`config.mk`:
```
export PLATFORM = sky130hd
export DESIGN_NAME = handshake_rr_arbiter
export DESIGN_NICKNAME = d
export VERILOG_FILES = /design/src/rtl/handshake_rr_arbiter.sv
export SDC_FILE = /design/constraint.sdc
export NUM_CORES = 1
export LEC_CHECK = 0
export CAP_MARGIN = 20
export CORE_MARGIN = 2
export CORE_UTILIZATION = 39
export CTS_BUF_LIST = sky130_fd_sc_hd__clkbuf_2
export CTS_CLUSTER_SIZE = 16
export DETAILED_ROUTE_END_ITERATION = 7
export PLACE_DENSITY = 0.8
export SLEW_MARGIN = 20
export SYNTH_ARGS = -nofsm -noshare
export SYNTH_HDL_FRONTEND = slang
export SYNTH_SLANG_ARGS = --single-unit
```
`constraint.sdc`:
```
create_clock -name clk -period 6.64 [get_ports clk]
set_input_delay 1.992 -clock clk [delete_from_list [all_inputs] [get_ports clk]]
set_output_delay 1.992 -clock clk [all_outputs]
set_load 0.005 [all_outputs]
```
`src/rtl/handshake_rr_arbiter.sv`:
```
// -----------------------------------------------------------------------------
// handshake_rr_arbiter
//   Packet-aware round-robin arbiter that merges N valid/ready source channels
//   onto one valid/ready destination through a single registered output stage
//   (1-cycle latency, one beat per cycle when the destination is ready).
//   A source that wins keeps the destination until it sends its last beat.
//
// Ports
//   clk      rising-edge clock
//   rst      asynchronous active-high reset
//   valid_s  per-source valid (bit i = source i)
//   data_s   per-source data, source i at [i*W +: W]
//   last_s   per-source end-of-packet flag, qualified by valid_s
//   ready_s  per-source ready (combinational, at most one bit high)
//   valid_d  destination valid (registered)
//   data_d   destination data (registered)
//   last_d   destination end-of-packet (registered)
//   src_d    index of the source that produced data_d (registered)
//   ready_d  destination ready
// -----------------------------------------------------------------------------
module handshake_rr_arbiter #(
    parameter int N   = 4,
    parameter int W   = 8,
    parameter int IDW = 2
) (
    input  logic             clk,
    input  logic             rst,
    input  logic [N-1:0]     valid_s,
    input  logic [N*W-1:0]   data_s,
    input  logic [N-1:0]     last_s,
    output logic [N-1:0]     ready_s,
    output logic             valid_d,
    output logic [W-1:0]     data_d,
    output logic             last_d,
    output logic [IDW-1:0]   src_d,
    input  logic             ready_d
);

    localparam int NS = 2 ** IDW;

    typedef enum logic {
        ST_IDLE,
        ST_LOCKED
    } state_t;

    state_t         r_state;
    state_t         w_state_nxt;
    logic [IDW-1:0] r_ptr;
    logic [IDW-1:0] w_ptr_nxt;
    logic [IDW-1:0] r_owner;
    logic [IDW-1:0] w_owner_nxt;

    logic           r_valid_d;
    logic [W-1:0]   r_data_d;
    logic           r_last_d;
    logic [IDW-1:0] r_src_d;

    logic [IDW-1:0] w_gnt;
    logic           w_gnt_vld;
    logic           w_load_en;
    logic           w_xfer;

    // Source vectors padded to 2**IDW entries so an IDW-bit grant index
    // selects exactly; padding entries are never valid.
    logic [NS-1:0]  w_valid_ext;
    logic [NS-1:0]  w_last_ext;
    logic [W-1:0]   w_data_arr [NS];

    for (genvar gi = 0; gi < NS; gi++) begin : g_ext
        if (gi < N) begin : g_src
            assign w_valid_ext[gi] = valid_s[gi];
            assign w_last_ext[gi]  = last_s[gi];
            assign w_data_arr[gi]  = data_s[gi*W +: W];
        end else begin : g_pad
            assign w_valid_ext[gi] = 1'b0;
            assign w_last_ext[gi]  = 1'b0;
            assign w_data_arr[gi]  = '0;
        end
    end

    assign w_load_en = ~r_valid_d | ready_d;
    assign w_xfer    = w_load_en & w_gnt_vld & w_valid_ext[w_gnt];

    function automatic logic [IDW-1:0] f_next_idx(input logic [IDW-1:0] idx);
        return (idx == IDW'(N - 1)) ? '0 : idx + 1'b1;
    endfunction

    // State register: FSM state, round-robin pointer and packet owner.
    always_ff @(posedge clk or posedge rst) begin
        if (rst) begin
            r_state <= ST_IDLE;
            r_ptr   <= '0;
            r_owner <= '0;
        end else begin
            r_state <= w_state_nxt;
            r_ptr   <= w_ptr_nxt;
            r_owner <= w_owner_nxt;
        end
    end

    // Next-state logic, including the grant selection.
    always_comb begin
        logic [IDW:0]   v_sum;
        logic [IDW-1:0] v_idx;
        w_gnt       = '0;
        w_gnt_vld   = 1'b0;
        v_sum       = '0;
        v_idx       = '0;
        w_state_nxt = r_state;
        w_ptr_nxt   = r_ptr;
        w_owner_nxt = r_owner;

        if (r_state == ST_LOCKED) begin
            w_gnt     = r_owner;
            w_gnt_vld = 1'b1;
        end else begin
            // Scan ptr, ptr+1, ... modulo N; the first valid source wins.
            for (int unsigned k = 0; k < N; k++) begin
                v_sum = {1'b0, r_ptr} + (IDW+1)'(k);
                if (v_sum >= (IDW+1)'(N)) begin
                    v_sum = v_sum - (IDW+1)'(N);
                end
                v_idx = v_sum[IDW-1:0];
                if (!w_gnt_vld && w_valid_ext[v_idx]) begin
                    w_gnt     = v_idx;
                    w_gnt_vld = 1'b1;
                end
            end
        end

        if (w_xfer) begin
            unique case (r_state)
                ST_IDLE: begin
                    if (w_last_ext[w_gnt]) begin
                        w_ptr_nxt = f_next_idx(w_gnt);
                    end else begin
                        w_state_nxt = ST_LOCKED;
                        w_owner_nxt = w_gnt;
                    end
                end
                ST_LOCKED: begin
                    if (w_last_ext[w_gnt]) begin
                        w_state_nxt = ST_IDLE;
                        w_ptr_nxt   = f_next_idx(r_owner);
                    end
                end
                default: ;
            endcase
        end
    end

    // Output logic: per-source ready. In LOCKED the owner sees ready
    // whether or not it is currently valid.
    always_comb begin
        ready_s = '0;
        for (int unsigned i = 0; i < N; i++) begin
            ready_s[i] = w_load_en & w_gnt_vld & (w_gnt == IDW'(i)) &
                         ((r_state == ST_LOCKED) | valid_s[i]);
        end
    end

    // Registered output stage; payload holds when nothing new is loaded.
    always_ff @(posedge clk or posedge rst) begin
        if (rst) begin
            r_valid_d <= 1'b0;
            r_data_d  <= '0;
            r_last_d  <= 1'b0;
            r_src_d   <= '0;
        end else if (w_load_en) begin
            r_valid_d <= w_xfer;
            if (w_xfer) begin
                r_data_d <= w_data_arr[w_gnt];
                r_last_d <= w_last_ext[w_gnt];
                r_src_d  <= w_gnt;
            end
        end
    end

    assign valid_d = r_valid_d;
    assign data_d  = r_data_d;
    assign last_d  = r_last_d;
    assign src_d   = r_src_d;

endmodule

```
* Yosys cells after proc, flatten, opt, wreduce, memory -nomap -nowiden
Index checks and enable logic that the tools add are counted.
** Word-level totals
- Flip-flop bits (word level) :: 17
- Bits of input ports :: 43
- Logic and storage cells :: 103
** Cells by class
- Add/subtract/negate cells :: 9
- Order comparisons :: 10
- Equal/unequal tests :: 6
- Multiplexer cells :: 42
- Bitwise operators :: 19
- Reductions and logical operators :: 10
** Operator list (number)
- $mux 2 :: 17
- $bmux 8 s2 :: 1
- $mux 8 :: 2
- $lt 2x3->1 const B :: 5
- $mux 1 :: 15
- $bmux 1 s2 :: 6
- $ge 3x3->1 const B :: 4
- $and 1x1->1 :: 10
- $sub 2x1->2 const B :: 4
- $add 2x2->3 const B :: 2
- $eq 2x2->1 const B :: 3
- $reduce_and 3->1 :: 2
- $or 1x1->1 :: 5
- $add 2x1->2 const B :: 2
- $pmux 2 s2 :: 1
- $add 2x1->3 const B :: 1
- $ge 2x3->1 const B :: 1
- $logic_and 1x1->1 :: 3
- $logic_not 1->1 :: 3
- $not 1->1 :: 3
- $not 2->3 :: 1
- $eq 2x1->1 const B :: 1
- $logic_not 2->1 :: 1
- $ne 2x1->1 const B :: 1
- other kinds (2) :: 2

* Logic depth before layout (Yosys ltp)
Gate-level depths: netlist of run 1.
- Word-level depth :: 23
- Depth in mapped cells :: 10

* Worst setup path before layout of run 1
OpenSTA, ideal clock, no wires.
- Kind :: input port to output port
- Start :: input valid_s[2]
- End :: output ready_s[2]
- Data arrival time :: 3.389 ns
- Required time :: 4.648 ns
- Setup slack :: 1.259 ns
- Stages on the path :: 9
- Buffers on the path :: 1
- Cell sequence :: nor2b_1 a2111oi_2 o21ai_1 nand2_1 buf_2 inv_2 ha_1 o21ai_0 nor2_1
** On the way
- Word-level cells in the longest chain between the ends :: 19
- Elaborated cells on any way between the ends :: 32
** RTL lines
- from (decl) :: RTL line 28 : input logic [N-1:0] valid_s,
- $bmux 1 s2 :: RTL line 124 : if (!w_gnt_vld && w_valid_ext[v_idx]) begin
- $mux 1 (implied by the code) :: RTL line 124
- $mux 1 :: RTL line 124
- $mux 1 :: RTL line 113 : if (r_state == ST_LOCKED) begin
- $logic_not 1->1 :: RTL line 124
- $logic_and 1x1->1 :: RTL line 124
- $mux 1 :: RTL line 124
- $mux 1 :: RTL line 113
- [... 3 more ...]
- $mux 1 :: RTL line 113
- $logic_not 1->1 :: RTL line 124
- $logic_and 1x1->1 :: RTL line 124
- $mux 2 * :: RTL line 124
- $mux 2 * :: RTL line 113
- via w_gnt[0] :: RTL line 58 : logic [IDW-1:0] w_gnt;
- $eq 2x2->1 * :: RTL line 157 : ready_s[i] = w_load_en & w_gnt_vld & (w_gnt == IDW'(i)) &
- $and 1x1->1 * (2 in a row) :: RTL line 157
- to (decl) :: RTL line 31 : output logic [N-1:0] ready_s,
Mark *: on every way through the listed nets, which the timed path passes. The rest lies on a longest branch. The select of a mux whose other input is x is not followed.

* Worst setup path in the final report of run 1
- Start :: input valid_s[2]
- End :: output ready_s[3]
** On the way
- Word-level cells in the longest chain between the ends :: 19
- Elaborated cells on any way between the ends :: 31
** RTL lines (RTL line)
- $bmux 1 s2 :: 124
- $mux 1 (implied by the code) :: 124
- $mux 1 :: 124
- $mux 1 :: 113
- $logic_not 1->1 :: 124
- $logic_and 1x1->1 :: 124
- $mux 1 :: 124
- $mux 1 :: 113
- [... 2 more ...]
- $mux 1 :: 124
- $mux 1 :: 113
- $logic_not 1->1 :: 124
- $logic_and 1x1->1 :: 124
- $mux 2 or $mux 1 (tied branches) :: 124
- $mux 2 or $mux 1 (tied branches) :: 113
- $eq 2x2->1 or $and 1x1->1 (tied branches) :: 157
- $and 1x1->1 * (2 in a row) :: 157
Mark *: on every way between the ends. The rest lies on a longest branch, timed or not. The select of a mux whose other input is x is not followed.

==> results of run 1 <==
[power groups by stage]
stage | combinational (mW) | sequential [mW] | clock (mW)
2_1_floorplan | 0.405 | 0.198 | 0
3_3_place_gp | 0.598 | 0.206 | 0
3_5_place_dp | 0.621 | 0.210 | 0
4_1_cts | 0.626 | 0.207 | 0.0505
5_1_grt | 0.675 | 0.214 | 0.0538
6_report | 0.620 | 0.208 | 0.0499
[layer usage]
metal | vias up | wire, um | global-route usage [%]
met2 | 55 | 1944 | 37.89
met4 | 0 | 25 | 4.762
li1 | 548 | - | -
met1 | 601 | 1349 | 21.94
met5 | - | 0 | 0
met3 | 2 | 323 | 4.904
[worst min path at each step]
stage,endpoint,slack [ns],cells after the start
floorplan,data_d[2],0.48,1
global placement,data_d[3],0.47,1
detailed placement,data_d[3],0.48,1
CTS,data_d[3],0.51,1
global route,data_d[3],0.54,1
finish,data_d[3],0.51,1
[critical path, stage by stage]
cell             delay, ns
clkdlybuf4s50_1       0.56
nor2b_1               0.22
a2111oi_2             0.45
o21ai_1               0.15
nand2_1               0.16
ha_1                  0.17
o21ai_0               0.07
nor2_1                0.10
clkdlybuf4s50_1       0.51
[kinds of logic (layout without fill, tap and decap cells)]
group / count (synthesis) / in the layout / share of synthesized area, %
adder cells (fa/ha/maj): 3 / 3 / 3.034
multiplexers: 22 / 22 / 29.32
AO/OA/AOI/OAI: 31 / 31 / 16.89
flip-flops: 17 / 17 / 34.38
buffers and inverters: 11 / 73 / 4.449
AND/OR/NAND/NOR: 28 / 28 / 11.93
[through the flow]
step / hold WS [ns] / setup slack [ns] / cell area, um2 / cells
after global placement: 0.4697 / 0.4096 / 1874 / 214
after CTS: 0.5123 / 0.3106 / 1894 / 218
final: 0.5095 / 0.2814 / 1894 / 218
after global routing: 0.5366 / 0.1248 / 1894 / 218
after detailed placement: 0.4760 / 0.3341 / 1874 / 214
after floorplan: 0.4828 / 1.259 / 1237 / 112
[synth_stat cells]
cell        n
inv_2       3
a32oi_1     1
a31o_2      1
a211oi_1    3
o21ai_1     6
a2111oi_2   1
nor2b_1     2
inv_1       4
nand2b_1    2
mux2_4      7
a31oi_1     1
mux2i_1     1
nand2_1     4
a21o_1      1
o21a_1      2
buf_6       1
mux2_1      5
buf_4       1
and4bb_1    1
mux4_2      8
nor4bb_1    1
mux2_2      1
nor3_1      1
or2_1       1
or4_1       1
or3_1       1
o41a_1      1
ha_1        3
o2111a_1    1
a21oi_1     4
o21ai_2     2
o21ai_0     7
nor2_1      9
nand3_1     4
dfrtp_1    17
and2_1      1
buf_2       2
[state kept, by name (all words and copies together) (netlist names)]
| signal | count |
|---|---|
| valid_d | 1 |
| last_d | 1 |
| data_d | 8 |
| r_owner | 2 |
| r_state | 1 |
| r_ptr | 2 |
| src_d | 2 |
[cell type report]
cell class | instances | area share, %
clock inverter | 1 | 0.2642
multi-input combinational | 84 | 39.96
inverter | 7 | 1.387
tap | 44 | 2.906
sequential | 17 | 22.46
clock buffer | 3 | 0.7926
timing repair buffer | 62 | 32.23
==> flow_metrics.env, run 1 <==
export IMPL_cts_buffer_depth=2
export IMPL_post_cts_buffers=0
export IMPL_place_hpwl_um=2848
export IMPL_layout_worst_path_cycle_share_pct=95.76
export IMPL_rsz0062_at_grt="no"
export IMPL_yosysTopAreaCellShare_pct=34.38
export IMPL_power_total_mw=0.8781
export IMPL_grt_max_degree=18
export IMPL_ant_nets=0
export IMPL_clkLatencyLatePin_ns=0.31
export IMPL_final_common_cell="clkdlybuf4s50_1"
export IMPL_die_area_um2=3640
export IMPL_drive_gt1_share_pct=17.82
export IMPL_grt_pass1_vias=1163
export IMPL_cts_resized=0
export IMPL_peakVddDrop_uv=163.5
export IMPL_clkPwrFrac_pct=5.7
export IMPL_finalMaxSlewViolations=0
export IMPL_cts_made_buffers=3
export IMPL_ys_top_cells_by_area="dfrtp_1, mux4_2, mux2_4"
export IMPL_fmax_mhz=157.3
export IMPL_cts_clk_slew_worst_paths_ns=0.17
export IMPL_period_needed_ns=6.359
export IMPL_required_ns=4.65
export IMPL_cts_tree="built"
export IMPL_synth_seq_area_share_pct=34.38
export IMPL_multi_input_area_um2=757.0
export IMPL_core_area_um2=3028
export IMPL_regToRegEndpoint="data_d[2]"
export IMPL_cts_sinks=17
export IMPL_r2r_start="r_state"
export IMPL_cts_root_buffer="clkbuf_2"
export IMPL_setup_viol_count_final=0
export IMPL_final_util_pct=62.56
export IMPL_synthCells=112
export IMPL_synth_warnings=0
export IMPL_diodes=0
export IMPL_mostFrequentLayoutCells="clkdlybuf4s50_1, dfrtp_1, nor2_1, mux4_2"
export IMPL_track_usage_pct=19.86
export IMPL_num_vias=1206
export IMPL_r2r_slack_ns=3.99
export IMPL_intPower_mw=0.5308
export IMPL_ys_types=37
export IMPL_tightest_slew_ns=0.7827
export IMPL_arrival_ns=4.37
export IMPL_io_pins=59
export IMPL_synth_nets=158
export IMPL_hold_viol_final=0
export IMPL_fin_nets=221
export IMPL_setup_tns_final_ns=0
export IMPL_area_growth_pct=53.08
export IMPL_slew_headroom_pct=47.81
export IMPL_ys_seq_elements=17
export IMPL_drv_cap=0
export IMPL_row_count=20
export IMPL_cts_htree_levels=1
export IMPL_cp_startpoint="valid_s[2]"
export IMPL_min_path_type="flop to flop"
export IMPL_power_switching_share_pct=39.55
export IMPL_outcome="complete, no violations"
export IMPL_yosysTopAreaCell="dfrtp_1"
export IMPL_pwr_share_comb_pct=70.6
export IMPL_wl_per_cell_um=16.71
export IMPL_synth_area_per_cell_um2=11.05
export IMPL_drc=0
export IMPL_hp_start="data_d[3]"
export IMPL_syn_area_um2=1237
export IMPL_reg2regPathDepth=8
export IMPL_fin_skew_ns=0.01944
export IMPL_fillers=259
export IMPL_numPortBuffers=58
export IMPL_drt_iter0_markers=45
export IMPL_cts_hold_buffers=0
export IMPL_cp_start_kind="primary input"
export IMPL_seq_power_share_pct=23.7
export IMPL_finalWeightedCongestion=0.9864
export IMPL_die_w_um=60.33
export IMPL_p_per_area_nw_per_um2=463.5
export IMPL_ff_latch_area_um2=425.4
export IMPL_endpoint="ready_s[3]"
export IMPL_switchingPower_mw=0.3473
export IMPL_wirelength_um=3642
export IMPL_critPathMaxFanout=8
export IMPL_cp_end_kind="output pin"
export IMPL_crit_type="primary input to output pin"
export IMPL_floorplan_initialDensity_pct=40.87
export IMPL_die_h_um=60.33
export IMPL_grt_pass1_wl_um=5285
export IMPL_antenna_found_initial=0
export IMPL_p_leak_nw=0.7770
export IMPL_grt_overflow=0
export IMPL_vias_per_cell=5.532
export IMPL_drtPass1Iterations=5
Power figures use the tool's default switching activity.
==> inputs of run 2 (changes only) <==
--- a/config.mk
+++ b/config.mk
@@ -5,13 +5,14 @@
 export SDC_FILE = /design/constraint.sdc
 export NUM_CORES = 1
 export LEC_CHECK = 0
+export ABC_AREA = 1
 export CAP_MARGIN = 20
 export CORE_MARGIN = 2
 export CORE_UTILIZATION = 39
 export CTS_BUF_LIST = sky130_fd_sc_hd__clkbuf_2
 export CTS_CLUSTER_SIZE = 16
 export DETAILED_ROUTE_END_ITERATION = 7
-export PLACE_DENSITY = 0.8
+export PLACE_DENSITY = 0.76
 export SLEW_MARGIN = 20
 export SYNTH_ARGS = -nofsm -noshare
 export SYNTH_HDL_FRONTEND = slang
==> constraint.sdc (replaced) <==
create_clock -name clk -period 6.64 [get_ports clk]
set_input_delay 1.992 -clock clk [delete_from_list [all_inputs] [get_ports clk]]
set_output_delay 1.992 -clock clk [all_outputs]
set_load 0.1 [all_outputs]
==> run 2 against run 1 <==
Effect of this change:
- global-route usage fell by 0.81 points
- flip-flop and latch count did not move
- critical endpoint is now ready_s[0]
- critical path depth rose by 3
- final cell count rose by 56%
- non-clock buffer count fell by 3
- highest routed layer unchanged
==> flow_metrics.env, run 2 <==
export IMPL_outcome="complete, no violations"
export IMPL_num_vias=1641
export IMPL_synthTopCellsByCount="nand2_1, o21ai_0, inv_1"
export IMPL_drc=0
export IMPL_cts_made_buffers=3
export IMPL_drv_cap=0
export IMPL_die_h_um=66.38
export IMPL_io_pins=59
export IMPL_drive_gt1_share_pct=13.31
export IMPL_synth_seq_area_share_pct=28.03
export IMPL_antenna_found_initial=0
export IMPL_setup_viol_count_final=0
export IMPL_yosysTopAreaCell="dfrtp_1"
export IMPL_required_ns=4.65
export IMPL_core_area_um2=3689
export IMPL_critPathMaxFanout=24
export IMPL_setup_tns_final_ns=0
export IMPL_ys_seq_elements=17
export IMPL_area_growth_pct=44.02
export IMPL_setup_slack_ns=0.3754
export IMPL_yosysMostFrequentCell="nand2_1"
export IMPL_track_usage_pct=19.04
export IMPL_numPortBuffers=58
export IMPL_post_cts_buffers=0
export IMPL_pre_cts_ws_ns=0.3846
export IMPL_slowest_stage="clkdlybuf4s50_1"
export IMPL_cts_htree_levels=1
export IMPL_finalMaxSlewViolations=0
export IMPL_diodes=0
export IMPL_ys_flop_type="dfrtp_1"
export IMPL_ys_types=28
export IMPL_finalWeightedCongestion=0.9096
export IMPL_ant_nets=0
export IMPL_drt_iter0_markers=84
export IMPL_fin_nets=340
export IMPL_cts_tree="built"
export IMPL_grt_overflow=0
export IMPL_cts_clk_slew_worst_paths_ns=0.16
export IMPL_cp_start_kind="primary input"
export IMPL_cts_root_buffer="clkbuf_2"
export IMPL_fin_skew_ns=0.01134
export IMPL_grt_pass1_vias=1564
export IMPL_async_reset_ff_share_pct=100.0
export IMPL_vias_per_cell=4.812
export IMPL_synthCells=237
export IMPL_slew_headroom_pct=33.83
export IMPL_crit_type="primary input to output pin"
export IMPL_wl_per_cell_um=11.09
export IMPL_rsz0062_at_grt="no"
export IMPL_cts_buffer_depth=2
export IMPL_period_needed_ns=6.265
export IMPL_cts_resized=0
export IMPL_min_path_type="flop to flop"
export IMPL_cts_hold_buffers=0
export IMPL_final_common_cell="nand2_1"
export IMPL_arrival_ns=4.27
export IMPL_grt_pass1_wl_um=6527
export IMPL_grt_max_degree=25
export IMPL_ys_top_cells_by_area="dfrtp_1, nand2_1, o21ai_0"
export IMPL_die_area_um2=4406
export IMPL_holdWs_ns=0.4952
export IMPL_die_w_um=66.38
export IMPL_synth_warnings=0
export IMPL_largest_reg_flops=8
export IMPL_tightest_slew_ns=0.9894
export IMPL_wirelength_um=3781
export IMPL_row_count=22
export IMPL_drtPass1Iterations=4
export IMPL_layout_worst_path_cycle_share_pct=94.35
export IMPL_cp_end_kind="output pin"
export IMPL_synth_area_per_cell_um2=6.404
export IMPL_critPathMaxStageDelay_ns=0.42
export IMPL_synth_nets=283
export IMPL_fmax_mhz=159.6
export IMPL_synth_edf_count=0
export IMPL_syn_area_um2=1518
export IMPL_hold_viol_final=0
export IMPL_place_hpwl_um=3033
export IMPL_worstPathCellList="clkdlybuf4s50_1, inv_1, nand2_2, nand3_2, nand2_2, nor2_4, nand3_2, nand3_4, inv_1, buf_4, nor3_2, buf_12"
export IMPL_mostFrequentLayoutCells="nand2_1, clkdlybuf4s50_1, o21ai_0, inv_1, dfrtp_1"
export IMPL_floorplan_initialDensity_pct=41.15
export IMPL_cts_sinks=17
export IMPL_yosysTopAreaCellShare_pct=28.03
export IMPL_clkLatencyLatePin_ns=0.29
[run 2: changes by cell type in the layout (fill, tap and decap cells not counted), moves of 7 or more]
cell,delta
mux2_4,-7
mux4_2,-8
nand2_1,+106
inv_1,+14
o21ai_0,+12
nor2_1,-7
nand2_2,+9
[run 2: area by class of cell]
class / instances / area (um2)
clock buffers: 4 / 20.02
fillers: 345 / 1503
inverters: 24 / 95.09
multi-input cells: 189 / 957.2
flip-flops and latches: 17 / 425.4
well taps: 48 / 60.06
repair buffers: 59 / 628.1
[run 2: path summary, 6_finish.rpt]
path                                 start          to  slack (ns)  depth (start not counted)
worst max-delay path            valid_s[3]  ready_s[0]        0.38                         12
worst min-delay path                last_d      last_d        0.50                          2
worst max register to register    r_ptr[0]   data_d[1]        4.05                         16
worst min register to register      last_d      last_d        0.50                          2
max in group asynchronous              rst   data_d[0]        4.18                          2
min in group asynchronous              rst      last_d        2.05                          2
[run 2: cells by family after synthesis]
group | after synthesis | share of synthesized area, %
buffers and inverters | 31 | 9.563
DFF | 17 | 28.03
AOI/OAI and AO/OA | 30 | 11.29
and+or+nand+nor | 156 | 48.64
adders and majority gates | 3 | 2.473
[run 2: critical path, delay by kind of cell]
| family | cells | cell delay [ns] |
|---|---|---|
| simple gates | 7 | 1.20 |
| buf+inv | 5 | 1.08 |
[run 2: through the flow]
| step | area [um2] | util (%) | instances |
|---|---|---|---|
| floorplan | 1528 | - | 237 |
| global placement | 2166 | 58.72 | 337 |
| detailed placement | 2166 | 58.72 | 337 |
| CTS | 2186 | 59.26 | 341 |
| global route | 2186 | 59.26 | 341 |
| finish | 2186 | 59.26 | 341 |
[run 2: layer usage]
metal  track usage [%]  part of all wire (%)  up-vias
li1                  -                     -      860
met1             21.31                    41      728
met2             35.75                    50       51
met3             5.963                   8.1        2
met4             2.551                  0.56        0
met5                 0                     0        -
Power of run 2 is not shown: default switching activity piles up to over one toggle a cycle in this logic, so the estimate is an artifact.
